$ cat config.mk
export PLATFORM = sky130hd
export DESIGN_NAME = cla_signed_add_sub_unit
export DESIGN_NICKNAME = d
export VERILOG_FILES = /design/src/rtl/cla_signed_add_sub_unit.sv
export SDC_FILE = /design/constraint.sdc
export NUM_CORES = 1
export LEC_CHECK = 0
export BUFFER_PORTS_ARGS = -buffer_cell sky130_fd_sc_hd__buf_4
export CORE_MARGIN = 5
export CORE_UTILIZATION = 47
export DETAILED_ROUTE_END_ITERATION = 12
export PLACE_DENSITY = 0.95
export SYNTH_ARGS = -nofsm -noshare
export SYNTH_HDL_FRONTEND = slang
export SYNTH_SLANG_ARGS = --single-unit
$ cat constraint.sdc
create_clock -name vclk -period 8.88
set_clock_uncertainty 0.1 [all_clocks]
set_input_delay 2.22 -clock vclk [all_inputs]
set_output_delay 2.22 -clock vclk [all_outputs]
set_load 0.01 [all_outputs]
$ cat src/rtl/cla_signed_add_sub_unit.sv
// +--------------------------------------------------------------------------+
// | cla_signed_add_sub_unit: signed add/sub on a two-level carry-lookahead   |
// | tree. Optional output register via CLA_SIGNED_ADD_SUB_OUT_REG_EN.        |
// | Revision: 1.0                                                            |
// +--------------------------------------------------------------------------+
`default_nettype none

module cla_signed_add_sub_unit #(
  parameter int DATA_IN_W = 16
) (
  input  logic                 clk_i,
  input  logic                 rst_n_i,
  input  logic                 sub_nadd,
  input  logic [DATA_IN_W-1:0] inp_A_i,
  input  logic [DATA_IN_W-1:0] inp_B_i,
  output logic [DATA_IN_W-1:0] out_o,
  output logic                 carry_o,
  output logic                 ovf_o,
  output logic [DATA_IN_W-1:0] out_q_o,
  output logic                 carry_q_o,
  output logic                 ovf_q_o
);

  localparam int NG = DATA_IN_W / 4;

  logic [DATA_IN_W-1:0] w_beff;
  logic [DATA_IN_W-1:0] w_g;
  logic [DATA_IN_W-1:0] w_p;
  logic [DATA_IN_W:0]   w_c;
  logic [NG-1:0]        w_gg;
  logic [NG-1:0]        w_gp;
  logic [NG:0]          w_bc;

  assign w_beff = inp_B_i ^ {DATA_IN_W{sub_nadd}};
  assign w_g    = inp_A_i & w_beff;
  assign w_p    = inp_A_i ^ w_beff;

  genvar gi;
  generate
    for (gi = 0; gi < NG; gi++) begin : g_grp
      logic [3:0] w_gl;
      logic [3:0] w_pl;
      logic       w_ci;

      assign w_gl = w_g[4*gi +: 4];
      assign w_pl = w_p[4*gi +: 4];
      assign w_ci = w_bc[gi];

      assign w_c[4*gi]     = w_ci;
      assign w_c[4*gi + 1] = w_gl[0] | (w_pl[0] & w_ci);
      assign w_c[4*gi + 2] = w_gl[1] | (w_pl[1] & w_gl[0]) | (w_pl[1] & w_pl[0] & w_ci);
      assign w_c[4*gi + 3] = w_gl[2] | (w_pl[2] & w_gl[1]) | (w_pl[2] & w_pl[1] & w_gl[0])
                           | (w_pl[2] & w_pl[1] & w_pl[0] & w_ci);

      assign w_gg[gi] = w_gl[3] | (w_pl[3] & w_gl[2]) | (w_pl[3] & w_pl[2] & w_gl[1])
                      | (w_pl[3] & w_pl[2] & w_pl[1] & w_gl[0]);
      assign w_gp[gi] = &w_pl;
    end
  endgenerate

  // Each block carry is a flat sum-of-products over (G, P) pairs, never chained.
  always_comb begin
    logic w_term;
    logic w_acc;
    w_bc    = '0;
    w_bc[0] = sub_nadd;
    for (int k = 1; k <= NG; k++) begin
      w_term = sub_nadd;
      for (int j = 0; j < k; j++) w_term = w_term & w_gp[j];
      w_acc = w_term;
      for (int j = 0; j < k; j++) begin
        w_term = w_gg[j];
        for (int m = j + 1; m < k; m++) w_term = w_term & w_gp[m];
        w_acc = w_acc | w_term;
      end
      w_bc[k] = w_acc;
    end
  end

  assign w_c[DATA_IN_W] = w_bc[NG];

  assign out_o   = w_p ^ w_c[DATA_IN_W-1:0];
  assign carry_o = w_c[DATA_IN_W];
  assign ovf_o   = w_c[DATA_IN_W] ^ w_c[DATA_IN_W-1];

`ifdef CLA_SIGNED_ADD_SUB_OUT_REG_EN
  logic [DATA_IN_W-1:0] out_reg_d, out_reg_q;
  logic                 carry_reg_d, carry_reg_q;
  logic                 ovf_reg_d, ovf_reg_q;

  always_comb begin
    out_reg_d   = out_o;
    carry_reg_d = carry_o;
    ovf_reg_d   = ovf_o;
  end

  always_ff @(posedge clk_i) begin
    if (!rst_n_i) begin
      out_reg_q   <= '0;
      carry_reg_q <= 1'b0;
      ovf_reg_q   <= 1'b0;
    end else begin
      out_reg_q   <= out_reg_d;
      carry_reg_q <= carry_reg_d;
      ovf_reg_q   <= ovf_reg_d;
    end
  end

  assign out_q_o   = out_reg_q;
  assign carry_q_o = carry_reg_q;
  assign ovf_q_o   = ovf_reg_q;
`else
  logic w_unused_clk_rst;
  assign w_unused_clk_rst = &{1'b0, clk_i, rst_n_i};

  assign out_q_o   = '0;
  assign carry_q_o = 1'b0;
  assign ovf_q_o   = 1'b0;
`endif

endmodule

`default_nettype wire

==> results.toml <==
[timing]
fmax_ghz = 0.1458
holdWs_ns = 4.774
fin_crit_sh = 0.7722
slew_viol_final = 0
rsz0062_at_grt = "false"
setup_tns_ns = 0
period_needed_ns = 6.857
hold_viol = 0
setup_viol = 0

[detailed_routing]
postRouteAntennaNets = 0
avgViaCountPerCell = 4.759
drc = 0
wl_um = 2374
dr.pass1.iters = 4
vias = 947
wl_per_cell_um = 11.93
drtIter0Drc = 4

[clock_tree]
holdBufCountCts = 0
post_cts_buffers = 0
post_cts_resize_count = 0

[floorplan]
io_pins = 71
initial_core_util = 0.4949
fp.dieW_um = 55.69
core-area_sq_um = 1982
rows = 16
die_h_um = 55.69
die_area_sq_um = 3101

[pwr]
clockPowerShare = 0
pwr-share-comb = 1.000
ir_drop_mv = 0.06644
p_sw_frac = 0.4971
seq_power_share = 0
power_density_nw_per_um2 = 111.4
cellLeakagePower_nw = 0.7231
internal-power_uw = 73.73
p_switching_uw = 72.89

[global_routing]
antenna_found_initial = 0
grt_busiest_layer = "met2"
use_met3 = 0.01856
gr-usage-met1 = 0.1204
grt_pass1_wl_um = 3712
track_usage = 0.1373
grt_max_degree = 21
grt_pass1_vias = 958
use_met2 = 0.3193
grt-ovfl-total = 0

[cells_and_area]
final_common_cell = "buf_4"
clockBufferCount = 0
seq_area_sq_um = 0
layout-drive-gt1-share = 0.3256
layout_common_cells = "51 x buf_4, 21 x xor2_1, 18 x conb_1"
fin_area_sq_um = 1316
area_delta_synth_final_pct = 34.18
fin_nets = 228
instances_no_fill = 199
diodes = 0
nFlopsAndLatches = 0

[logic_synthesis]
synth_top_area_frac = 0.2041
postSynthCellCount = 124
ys_seq_area_frac = 0
syn-cell-area_sq_um = 980.9
ys_warn_count = 0
yosys-top-cells-area = "ha_1 20%, xor2_1 19%, buf_4 14%"
synth_area_leader_cell = "ha_1"
avgSynthCellArea_sq_um = 7.911
ys_types = 29

[setup_path]
cp_max_fo = 20
cpPeakStageDelay_ns = 0.42
path_buf_inv = 3
cp.arrival_ns = 4.54
cp_top_family = "compound AO/OA/AOI/OAI gates"
critical_path_class = "in -> out"
start_kind = "input pin"
critPathRequiredTime_ns = 6.56
cp_slowest_cell = "fa_1"
crit_path_end_kind = "output pin"
crit_chain = "buf_4 > xor2_1 > ha_1 > o21ai_0 > o21ai_2 > a21oi_4 > o21bai_1 > a21oi_1 > fa_1 > inv_1 > buf_4"
crit_top_cell = "buf_4"

[place]
io_buffer_count = 51
dp_hpwl_um = 2134
dpl-instance-area_sq_um = 1316
placedCellCount = 199
gp_congestion = 0.7702

[hold_path]
whs_path_depth = 4
hold_end = "out_o[1]"
hold_class = "in -> out"
hp-start = "inp_A_i[0]"

[run]
max-cap-violations = 0

[run_status]
status = "completed"
[stage by stage]
step	setup WS, ns	power [mW]	utilization
finish	2.023	0.1466	0.6641
global route	1.820	0.1601	0.6641
CTS	2.016	0.1478	0.6641
detailed placement	2.018	0.1473	0.6641
global placement	2.089	0.1418	0.6641
floorplan	2.094	0.09139	-
[power by group through the flow]
| stage | Clock, mW | Combinational (mW) | Sequential (mW) |
|---|---|---|---|
| after global placement | 0 | 0.142 | 0 |
| after CTS | 0 | 0.148 | 0 |
| after detailed placement | 0 | 0.147 | 0 |
| after global routing | 0 | 0.160 | 0 |
| after floorplan | 0 | 0.0914 | 0 |
| final | 0 | 0.147 | 0 |
[area by class of cell]
class | count | area [sq um]
inverters | 12 | 45.04
fillers | 187 | 665.6
multi-input cells | 109 | 854.6
repair buffers | 51 | 382.9
well taps | 27 | 33.78
[cell families after synthesis]
group	after synthesis	share of synthesized area
buf+inv	32	0.1939
xor+xnor	28	0.2500
compound gates	24	0.1824
fa+ha+maj	19	0.2653
simple gates	18	0.08292
mux	2	0.02168
other cells	1	0.003823
[layer usage]
layer	wire length [um]	up-vias
li1	-	473
met1	783	435
met2	1395	37
met3	175	2
met4	19	0
met5	0	-
[cell usage after synthesis (2+ instances only)]
master    count
inv_1        12
buf_2         2
a21o_1        2
nand2_1       3
a21oi_1       7
a211oi_1      2
nand3_1       5
o21bai_1      2
buf_4        18
ha_1         16
fa_1          3
xnor2_1       7
nor2_1        7
o21ai_0       3
xor2_1       21
[tightest hold or removal path, stage by stage]
cell and delay [ns]:
buf_4 0.09, mux2i_1 0.07, xnor2_1 0.13, buf_4 0.14
[how the worst max path moves through the flow]
stage,start,endpoint,slack (ns),depth (start not counted)
3_3_place_gp,sub_nadd,out_o[12],2.09,11
3_5_place_dp,sub_nadd,out_o[12],2.02,11
2_1_floorplan,sub_nadd,out_o[12],2.09,11
6_report,sub_nadd,out_o[12],2.02,11
4_1_cts,sub_nadd,out_o[12],2.02,11
5_1_grt,sub_nadd,out_o[12],1.82,11
(Power assumes the default switching activity.)
